[src/rtl/rtc_pkg.sv]
// Shared RTC field definitions: field index encodings, FSM state codes,
// per-field BCD masks and legal binary ranges.
// Purely declarative; no clocked logic and no flow control of its own.
//
// Contents:
//   NUM_FIELDS          number of bytes in one RTC frame
//   FLD_*               field index encodings, in RTC transmit order
//   ST_*                state codes of the frame receiver
//   field_mask()        bits of the raw byte that carry BCD digits
//   field_min/max()     legal binary range of each field
package rtc_pkg;

  localparam int NUM_FIELDS = 7;

  // Field index encodings, in the order the RTC shifts them out.
  localparam logic [2:0] FLD_SEC   = 3'd0;
  localparam logic [2:0] FLD_MIN   = 3'd1;
  localparam logic [2:0] FLD_HOUR  = 3'd2;
  localparam logic [2:0] FLD_DAY   = 3'd3;
  localparam logic [2:0] FLD_DATE  = 3'd4;
  localparam logic [2:0] FLD_MONTH = 3'd5;
  localparam logic [2:0] FLD_YEAR  = 3'd6;

  // Receiver states.
  localparam logic [1:0] ST_IDLE = 2'd0;
  localparam logic [1:0] ST_RECV = 2'd1;
  localparam logic [1:0] ST_DONE = 2'd2;

  // Bit 6 of the raw hours byte selects 12-hour mode on the RTC; this
  // block only understands 24-hour time.
  localparam int HOUR_12H_BIT = 6;

  // Bit 7 of the raw month byte is the century flag.
  localparam int MONTH_CENTURY_BIT = 7;

  // Strips control/flag bits (clock-halt, 12/24 mode, century) so only the
  // BCD digits reach the converter.
  function automatic logic [7:0] field_mask(input logic [2:0] idx);
    logic [7:0] m;
    case (idx)
      FLD_SEC:   m = 8'h7F;
      FLD_MIN:   m = 8'h7F;
      FLD_HOUR:  m = 8'h3F;
      FLD_DAY:   m = 8'h07;
      FLD_DATE:  m = 8'h3F;
      FLD_MONTH: m = 8'h1F;
      FLD_YEAR:  m = 8'hFF;
      default:   m = 8'h00;
    endcase
    return m;
  endfunction

  function automatic logic [6:0] field_min(input logic [2:0] idx);
    logic [6:0] v;
    case (idx)
      FLD_DAY:   v = 7'd1;
      FLD_DATE:  v = 7'd1;
      FLD_MONTH: v = 7'd1;
      default:   v = 7'd0;
    endcase
    return v;
  endfunction

  function automatic logic [6:0] field_max(input logic [2:0] idx);
    logic [6:0] v;
    case (idx)
      FLD_SEC:   v = 7'd59;
      FLD_MIN:   v = 7'd59;
      FLD_HOUR:  v = 7'd23;
      FLD_DAY:   v = 7'd7;
      FLD_DATE:  v = 7'd31;
      FLD_MONTH: v = 7'd12;
      FLD_YEAR:  v = 7'd99;
      default:   v = 7'd0;
    endcase
    return v;
  endfunction

endpackage

[src/rtl/bcd2bin_byte.sv]
// Converts one packed-BCD byte (two digits) to a 7-bit binary value.
// Latency: combinational, zero cycles.
// Backpressure: none; pure function of its input.
//
// Ports:
//   bcd      in  8  packed BCD, tens digit in [7:4], units digit in [3:0]
//   bin      out 7  tens*10 + units (meaningless when invalid is set)
//   invalid  out 1  either digit is above 9
module bcd2bin_byte (
  input  logic [7:0] bcd,
  output logic [6:0] bin,
  output logic       invalid
);

  logic [6:0] tens;
  logic [6:0] units;

  assign tens  = {3'b000, bcd[7:4]};
  assign units = {3'b000, bcd[3:0]};

  // tens*10 built from two shifts so no multiplier is inferred; the sum is
  // kept at 7 bits, which holds every legal result (max 99).
  assign bin = (tens << 3) + (tens << 1) + units;

  assign invalid = (bcd[7:4] > 4'd9) || (bcd[3:0] > 4'd9);

endmodule

[src/rtl/bcd_rtc_unpack.sv]
// Receives a 7-byte packed-BCD RTC frame and unpacks it into binary fields.
// Latency: each field register updates on its acceptance edge (visible next cycle); Done one cycle after the last byte.
// Backpressure: In_ready is high throughout RECV; the sender may stall with In_valid=0 indefinitely.
//
// Ports:
//   Clock, Reset            system clock; synchronous active-high reset
//   Start                   one-cycle request to receive a frame (ignored unless idle)
//   Dato_in/In_valid        packed-BCD byte stream: sec, min, hour, day, date, month, year
//   In_ready                byte accepted this cycle when In_valid is also high
//   Seg..Ao                 binary fields
//   Century                 bit 7 of the last accepted month byte
//   Busy / Done             receiving / one-cycle frame-complete pulse
//   Err_mask / Error        per-field error flags (invalid digit, out of range, 12h mode) / their OR
module bcd_rtc_unpack
  import rtc_pkg::*;
#(
  parameter bit HOLD_ON_ERROR = 1'b0
) (
  input  logic       Clock,
  input  logic       Reset,
  input  logic       Start,
  input  logic [7:0] Dato_in,
  input  logic       In_valid,
  output logic       In_ready,
  output logic [6:0] Seg,
  output logic [6:0] Min,
  output logic [6:0] Hora,
  output logic [6:0] Dia,
  output logic [6:0] Fecha,
  output logic [6:0] Mes,
  output logic [6:0] Ao,
  output logic       Century,
  output logic       Busy,
  output logic       Done,
  output logic [6:0] Err_mask,
  output logic       Error
);

  logic [1:0] state_q;
  logic [2:0] idx_q;
  logic [6:0] fld_q [NUM_FIELDS];
  logic       century_q;
  logic [6:0] err_q;

  // Single shared converter: the byte is masked for whichever field is
  // currently expected before it reaches the converter.
  logic [7:0] masked_byte;
  logic [6:0] conv_bin;
  logic       nib_bad;

  assign masked_byte = Dato_in & field_mask(idx_q);

  bcd2bin_byte u_bcd2bin (
    .bcd     (masked_byte),
    .bin     (conv_bin),
    .invalid (nib_bad)
  );

  logic accept;
  logic range_bad;
  logic mode_bad;
  logic fld_err;
  logic fld_wr_en;
  logic [6:0] fld_wr_val;

  assign accept = (state_q == ST_RECV) && In_valid;

  // Range is only meaningful once both digits are known to be decimal.
  assign range_bad = !nib_bad &&
                     ((conv_bin < field_min(idx_q)) || (conv_bin > field_max(idx_q)));

  // 12-hour mode is flagged from the raw byte, since the mask drops that bit.
  assign mode_bad = (idx_q == FLD_HOUR) && Dato_in[HOUR_12H_BIT];

  assign fld_err = nib_bad || range_bad || mode_bad;

  // An undecodable byte leaves a defined zero rather than a wrapped sum;
  // out-of-range and mode errors still record what the RTC sent.
  assign fld_wr_val = nib_bad ? 7'd0 : conv_bin;
  assign fld_wr_en  = !(fld_err && HOLD_ON_ERROR);

  always_ff @(posedge Clock) begin
    if (Reset) begin
      state_q   <= ST_IDLE;
      idx_q     <= 3'd0;
      century_q <= 1'b0;
      err_q     <= 7'd0;
      for (int i = 0; i < NUM_FIELDS; i++) begin
        fld_q[i] <= 7'd0;
      end
    end else begin
      case (state_q)
        ST_IDLE: begin
          if (Start) begin
            state_q <= ST_RECV;
            idx_q   <= FLD_SEC;
            err_q   <= 7'd0;
          end
        end

        ST_RECV: begin
          if (accept) begin
            if (fld_wr_en) begin
              fld_q[idx_q] <= fld_wr_val;
            end
            if (fld_err) begin
              err_q[idx_q] <= 1'b1;
            end
            if (idx_q == FLD_MONTH) begin
              century_q <= Dato_in[MONTH_CENTURY_BIT];
            end
            // The index parks on the year field; the next Start rewinds it.
            if (idx_q == FLD_YEAR) begin
              state_q <= ST_DONE;
            end else begin
              idx_q <= idx_q + 3'd1;
            end
          end
        end

        ST_DONE: begin
          state_q <= ST_IDLE;
        end

        default: begin
          state_q <= ST_IDLE;
        end
      endcase
    end
  end

  assign In_ready = (state_q == ST_RECV);
  assign Busy     = (state_q == ST_RECV);
  assign Done     = (state_q == ST_DONE);

  assign Seg      = fld_q[FLD_SEC];
  assign Min      = fld_q[FLD_MIN];
  assign Hora     = fld_q[FLD_HOUR];
  assign Dia      = fld_q[FLD_DAY];
  assign Fecha    = fld_q[FLD_DATE];
  assign Mes      = fld_q[FLD_MONTH];
  assign Ao       = fld_q[FLD_YEAR];
  assign Century  = century_q;
  assign Err_mask = err_q;
  assign Error    = |err_q;

endmodule

[config.mk]
export PLATFORM = sky130hd
export DESIGN_NAME = bcd_rtc_unpack
export DESIGN_NICKNAME = d
export VERILOG_FILES = /design/src/rtl/rtc_pkg.sv /design/src/rtl/bcd2bin_byte.sv /design/src/rtl/bcd_rtc_unpack.sv
export SDC_FILE = /design/constraint.sdc
export NUM_CORES = 1
export LEC_CHECK = 0
export ABC_AREA = 1
export CAP_MARGIN = 10
export CORE_MARGIN = 2
export CORE_UTILIZATION = 55
export DETAILED_ROUTE_END_ITERATION = 12
export DONT_BUFFER_PORTS = 1
export HOLD_SLACK_MARGIN = 0.05
export PLACE_DENSITY_LB_ADDON = 0.15
export SKIP_LAST_GASP = 1
export SYNTH_ARGS = -nofsm -noshare
export SYNTH_HDL_FRONTEND = slang
export SYNTH_SLANG_ARGS = --single-unit
[constraint.sdc]
create_clock -name Clock -period 3.95 [get_ports Clock]
set_input_delay 0.395 -clock Clock [delete_from_list [all_inputs] [get_ports Clock]]
set_output_delay 0.395 -clock Clock [all_outputs]
set_load 0.01 [all_outputs]
=== After elaboration in Yosys (flattened, before gate mapping) ===
Memories as Yosys holds them, arrays and structs flattened.
Cells that the tools add are included.

* Reductions and logical operators: 21
* Multiply operators: 0
* Multiplexer cells: 27
* Bitwise operators: 2
* Magnitude comparators: 6
* Add/sub/neg operators: 3
* Equality and inequality tests: 13
* Shift-type cells: 0
* Div/mod/pow operators: 0

{| class="wikitable"
|+ Operators with widths
! operator !! count
|-
| 7-bit one-hot mux with 6 select lines || 1
|-
| 8-bit one-hot mux with 5 select lines || 1
|-
| 7-bit 2-to-1 mux || 5
|-
| 7-bit one-hot mux with 2 select lines || 1
|-
| 7-bit OR reduction || 2
|-
| 3-bit 2-to-1 mux || 4
|-
| 3-bit equality test (second input constant) || 3
|-
| 1-bit 2-to-1 mux || 9
|-
| 8-bit bitwise AND || 1
|-
| 4-bit greater-than comparator (second input constant) || 2
|-
| 4-bit AND reduction || 2
|-
| 7-bit by 4-bit adder with 7-bit output || 1
|-
| 7-bit by 5-bit adder with 7-bit output || 1
|-
| 7-bit greater-than comparator || 1
|-
| 7-bit < comparator || 1
|-
| 7-bit bitwise OR || 1
|-
| 3-bit by 2-bit equality test with 1-bit output (second input constant) || 2
|-
| 2-bit 2-to-1 mux || 3
|-
| 2-bit by 1-bit != test with 1-bit output (second input constant) || 3
|-
| 3-bit one-hot mux with 2 select lines || 1
|-
| 3-bit AND reduction || 2
|-
| 1-bit logical AND || 4
|-
| 1-bit logical OR || 4
|-
| 3-bit by 4-bit < comparator with 1-bit output (second input constant) || 1
|-
| 14 further kinds || 16
|}

* Register bits: 13
* Memory bits (read-only): 0
* Bits of input ports: 12
* Bits in latches: 0
* Bits in writable memories: 49
* Output and inout port bits: 61
* Memories: 1

{| class="wikitable"
|+ Memories
! memory !! depth !! width !! read ports !! clocked after memory_dff !! wr ports !! line !! source
|-
| fld_q || 7 || 7 || 7 || 0 || 7 || bcd_rtc_unpack.sv:41 || <nowiki>logic [6:0] fld_q [NUM_FIELDS];</nowiki>
|}

=== Depth between registers and ports, before layout ===
* Depth after elaboration: 14
* Gate-level depth with buffers: 24
* Mapped depth without buffers: 23

=== By module ===
A second synthesis with hierarchy kept.

* Cells, all modules: 331
* Area total of the unflattened synthesis: 3093.0 µm²

{| class="wikitable"
|+ By module, submodules not included
! module !! area each (µm²) !! sequential area each (µm²) !! cells an instance !! instances
|-
| bcd_rtc_unpack || 2856.5 || 1661.6 || 299 || 1
|-
| bcd2bin_byte || 236.5 || 0.0 || 32 || 1
|}

=== Worst setup path before layout ===
Ideal clock, no wire load.

* Path type: register -> register
* From: register idx_q[2]
* To: register err_q[0], in the netlist Err_mask[0]
* Period minus slack after synthesis: 3673 ps
* Path slack: 277 ps
* Arrival time: 3537 ps
* Required time: 3814 ps
* Buffers on the path: 0
* Library setup time: 136 ps
* Stages on the path, launching flop included: 23
* Cells stage by stage: dfxtp_1 -> inv_1 -> ha_1 -> nor2_2 -> nand4_1 -> nand2_1 -> nor2_1 -> xnor2_1 -> ha_1 -> fa_1 -> nand3_1 -> nand2_1 -> nand2_1 -> nand2_2 -> ha_1 -> nand2_1 -> inv_1 -> a21oi_1 -> nand2_1 -> a21oi_1 -> nand3_2 -> nand3_1 -> a21oi_1

* Word-level cells in the longest chain between the ends: 13
* Elaborated cells between the ends (all ways): 38
* Classes of those cells: add/sub (2); order compare (6); eq/ne (7); mux (8); bitwise (2); reduce/logical (13)

{| class="wikitable"
|+ Ends and longest elaborated chain
! element !! line !! source
|-
| start, declared || bcd_rtc_unpack.sv:40 || <nowiki>logic [2:0] idx_q;</nowiki>
|-
| start signal, assigned || bcd_rtc_unpack.sv:116 || <nowiki>idx_q <= idx_q + 3'd1;</nowiki>
|-
| 3-bit by 2-bit equality test with 1-bit output (tied with other cells) || rtc_pkg.sv:40, rtc_pkg.sv:66, bcd_rtc_unpack.sv:73 ||
|-
| 2-bit OR reduction (no source line) || -- ||
|-
| 8-bit one-hot mux with 5 select lines || rtc_pkg.sv:40 || <nowiki>case (idx)</nowiki>
|-
| 8-bit bitwise AND || bcd_rtc_unpack.sv:51 || <nowiki>assign masked_byte = Dato_in & field_mask(idx_q);</nowiki>
|-
| 7-bit by 5-bit adder with 7-bit output || bcd2bin_byte.sv:23 || <nowiki>assign bin = (tens << 3) + (tens << 1) + units;</nowiki>
|-
| 7-bit by 4-bit adder with 7-bit output || bcd2bin_byte.sv:23 ||
|-
| 7-bit < comparator / 7-bit greater-than comparator (equally long branches) || bcd_rtc_unpack.sv:70 || <nowiki>((conv_bin < field_min(idx_q)) || (conv_bin > field_max(idx_q)));</nowiki>
|-
| 1-bit logical OR || bcd_rtc_unpack.sv:70 ||
|-
| 1-bit logical AND || bcd_rtc_unpack.sv:69 || <nowiki>assign range_bad = !nib_bad &&</nowiki>
|-
| 1-bit logical OR (2 in a row) || bcd_rtc_unpack.sv:75 || <nowiki>assign fld_err = nib_bad || range_bad || mode_bad;</nowiki>
|-
| 2-bit by 1-bit != test with 1-bit output (no source line) || -- ||
|-
| 4-bit AND reduction (no source line) || -- ||
|-
| end signal, assigned || bcd_rtc_unpack.sv:87 || <nowiki>err_q <= 7'd0;</nowiki>
|-
| end signal, assigned || bcd_rtc_unpack.sv:97 || <nowiki>err_q <= 7'd0;</nowiki>
|-
| end signal, assigned by index || bcd_rtc_unpack.sv:107 || <nowiki>err_q[idx_q] <= 1'b1;</nowiki>
|-
| end, declared || bcd_rtc_unpack.sv:43 || <nowiki>logic [6:0] err_q;</nowiki>
|}

Several ways; a longest one is shown, not always the timed one. The select of a mux whose other input is x is not followed.
A chain may end at the register's enable or synchronous reset.

=== Final worst setup path ===
* From: register idx_q[0]
* To: register err_q[3], in the netlist Err_mask[3]

Same word-level chain as after synthesis.

==> results.sh <==
export IMPL_cp_start_kind="flip-flop"
export IMPL_fp_dieH_um=79.6
export IMPL_synth_area_top_cells="edfxtp_1 (40%), dfxtp_1 (13%), ha_1 (9.6%)"
export IMPL_crit_path_max_incr_delay_ns=0.40
export IMPL_cp_max_fo=7
export IMPL_slew_violations=0
export IMPL_crit_start="idx_q[0]"
export IMPL_track_usage_pct=23.5
export IMPL_synth_most_common_cell="nor2_1"
export IMPL_holdWs_ns=0.102
export IMPL_fin_crit_sh_pct=95.0
export IMPL_clock_skew_ns=0.0140
export IMPL_max_freq_mhz=267
export IMPL_drt_initial_drc_count=159
export IMPL_tightest_slew_ns=1.18
export IMPL_finalCriticalPeriod_ns=3.75
export IMPL_synthArstFlopShare_pct=0
export IMPL_drc=0
export IMPL_via_count=2342
export IMPL_grt_max_degree=19
export IMPL_cts_buffers_inserted=9
export IMPL_place_hpwl_mm=5.12
export IMPL_gp_congestion=0.954
export IMPL_final_seq_area_um2=1670
export IMPL_clk_latency_ns=0.35
export IMPL_synth_flop_cell="edfxtp_1"
export IMPL_drtAntennaViolNets=0
export IMPL_yosysWarnings=0
export IMPL_synth_fp_nets=381
export IMPL_fillCellCount=452
export IMPL_grt_pass1_vias=2210
export IMPL_setup_viol=0
export IMPL_grt_pass1_wl_mm=11.1
export IMPL_antenna_cells=0
export IMPL_maxCapViolations=0
export IMPL_hold_path_class="in -> reg"
export IMPL_tritoncts="built"
export IMPL_ioPinCount=73
export IMPL_p_leak_nw=1.52
export IMPL_nets=394
export IMPL_crit_top_cell="ha_1"
export IMPL_cts_root_buf="clkbuf_8"
export IMPL_cp_data_required_time_ns=4.15
export IMPL_overflow=0
export IMPL_synth_top_cell_area_share_pct=40.2
export IMPL_port_buffers=0
export IMPL_synth_edf_count=42
export IMPL_antenna_found_initial=0
export IMPL_yosys_register_bits=62
export IMPL_final_cells=434
export IMPL_post_synth_cell_area_avg_um2=9.13
export IMPL_core_area_um2=5510
export IMPL_synth_yosys_seq_area_share_pct=52.9
export IMPL_power_density_nw_per_um2=463
export IMPL_rr_startpoint="idx_q[0]"
export IMPL_drive_gt1_share_pct=17.7
export IMPL_synth_distinct_cells=30
export IMPL_place_inst=416
export IMPL_yosysTopAreaCell="edfxtp_1"
export IMPL_finalHoldViolations=0
export IMPL_relSlewSlack_pct=20.4
export IMPL_numClockSinks=62
export IMPL_h_tree_depth=3
export IMPL_rrSetupSlack_ns=0.20
export IMPL_clkTransAtPathRegs_ns=0.08
export IMPL_r2r_end="Err_mask[3]"
export IMPL_start_util_pct=57.0
export IMPL_path_buf_inv=2
export IMPL_fp_dieArea_um2=6330
export IMPL_pre_cts_ws_ns=0.0333
export IMPL_rows=27
export IMPL_cpLargestDelayFamily="adder cells"
export IMPL_synthesis_area_um2=3140
export IMPL_viasPerCell=5.40
export IMPL_worst_slack_ns=0.198
export IMPL_status="finished clean"
export IMPL_worst_setup_path_end_kind="flip-flop"
export IMPL_cp_depth=22
export IMPL_area_growth_pct=14.8
export IMPL_cts_buffer_depth=2
export IMPL_path_class="reg -> reg"
export IMPL_worstRegToRegCells=22
export IMPL_cp_arrival_ns=3.95
export IMPL_crit_chain="ha_1 -> ha_1 -> inv_2 -> nand4_1 -> nand2_1 -> nor2_2 -> xnor2_1 -> ha_1 -> o21bai_1 -> ha_1 -> nand3_1 -> nand3_1 -> nand2_2 -> ha_4 -> nand2_2 -> inv_1 -> a21oi_2 -> nand2_1 -> a21oi_2 -> nand3_4 -> nand3_2 -> a21oi_1"
export IMPL_crit_path_end="Err_mask[3]"
export IMPL_multi_input_area_um2=1360
export IMPL_wire_per_inst_um=16.6
export IMPL_routed_wl_mm=7.19
export IMPL_ys_top_cells_by_count="nor2_1 (57), nand2_1 (52), inv_1 (50)"
export IMPL_firstDrtPassIters=4
export IMPL_slowest_stage="ha_1"
export IMPL_netlist_instances=344
export IMPL_irDropWorstVdd_uv=311
export IMPL_die_w_um=79.6
-- registers in the layout, summed over array words and instances, names as in the netlist --
register  cells
state_q       2
Err_mask      7
Century       1
idx_q         3
fld_q        49
-- worst reg2reg max path: stages, from the launching register on --
cell and delay (ns):
dfxtp_4 0.37, ha_1 0.21, ha_1 0.19, inv_2 0.06, nand4_1 0.16, nand2_1 0.14, nor2_2 0.05, xnor2_1 0.12
ha_1 0.19, o21bai_1 0.16, ha_1 0.40, nand3_1 0.15, nand3_1 0.15, nand2_2 0.11, ha_4 0.26, nand2_2 0.08
inv_1 0.05, a21oi_2 0.13, nand2_1 0.08, a21oi_2 0.19, nand3_4 0.17, nand3_2 0.15, a21oi_1 0.07
-- cell type report --
class                      instances  share of cell area (%)
sequential                        62                    46.3
multi-input combinational        223                    37.8
tap                               72                    2.50
clock buffer                       9                    3.44
inverter                          54                    5.73
clock inverter                     7                    2.71
timing repair buffer               7                    1.56
-- kinds of logic (layout without fill, tap and decap cells) --
family | count (synthesis) | in the layout | synth area share (%)
compound gates | 47 | 47 | 7.73
xor+xnor | 2 | 2 | 0.558
fa+ha+maj | 25 | 25 | 10.2
buf+inv | 59 | 77 | 7.49
flops | 62 | 62 | 52.9
simple gates | 149 | 149 | 21.1
-- worst min-delay path by stage --
stage               depth (start not counted)  endpoint   from  slack (ns)
floorplan                                   1  idx_q[1]  Reset        0.46
global placement                            1  idx_q[1]  Reset        0.47
detailed placement                          1  idx_q[1]  Reset        0.47
CTS                                         1  idx_q[2]  Reset         0.1
global route                                1  idx_q[1]  Reset        0.09
finish                                      1  idx_q[1]  Reset        0.10
-- metrics by stage --
stage	power, W	util (%)	setup TNS (ns)	cell area, um^2
floorplan	0.000960	-	0	3140
global placement	0.00101	58.8	0	3240
detailed placement	0.00102	58.8	0	3240
CTS	0.00164	62.8	0	3460
global route	0.00174	65.5	-0.0115	3600
finish	0.00167	65.5	0	3600
-- report_power, final --
| group | total, W | internal [W] | switching, W |
|---|---|---|---|
| sequential | 0.000758 | 0.000726 | 0.0000318 |
| clock | 0.000630 | 0.000357 | 0.000273 |
| combinational | 0.000282 | 0.0000843 | 0.000198 |
-- cell usage in the layout (no fill, tap or decap), drive strengths merged --
cell / count
nand2: 54
o22ai: 1
clkinv: 3
o21bai: 1
inv: 54
a21oi: 24
o21ai: 19
clkbuf: 9
nand3b: 1
bufinv: 2
nor4: 1
o31ai: 1
buf: 7
nor3: 3
nor2: 61
fa: 1
ha: 24
nand3: 25
xnor2: 2
nor3b: 1
dfxtp: 20
nand4: 3
a31oi: 1
edfxtp: 42
clkinvlp: 2
-- metal layers --
metal	wire, um	global-route usage, %
met2	3540	35.7
met4	62	9.83
met5	0	0
met1	3160	31.7
met3	424	6.56
-- repair_timing --
item / CTS / global route
resized for setup: 1 / 32
pin swaps: 0 / 9
endpoints found under the setup margin: 5 / 7
hold buffers: 0 / 0
setup buffers: 0 / 2
cloned: 0 / 0
Power figures use the tool's default switching activity.
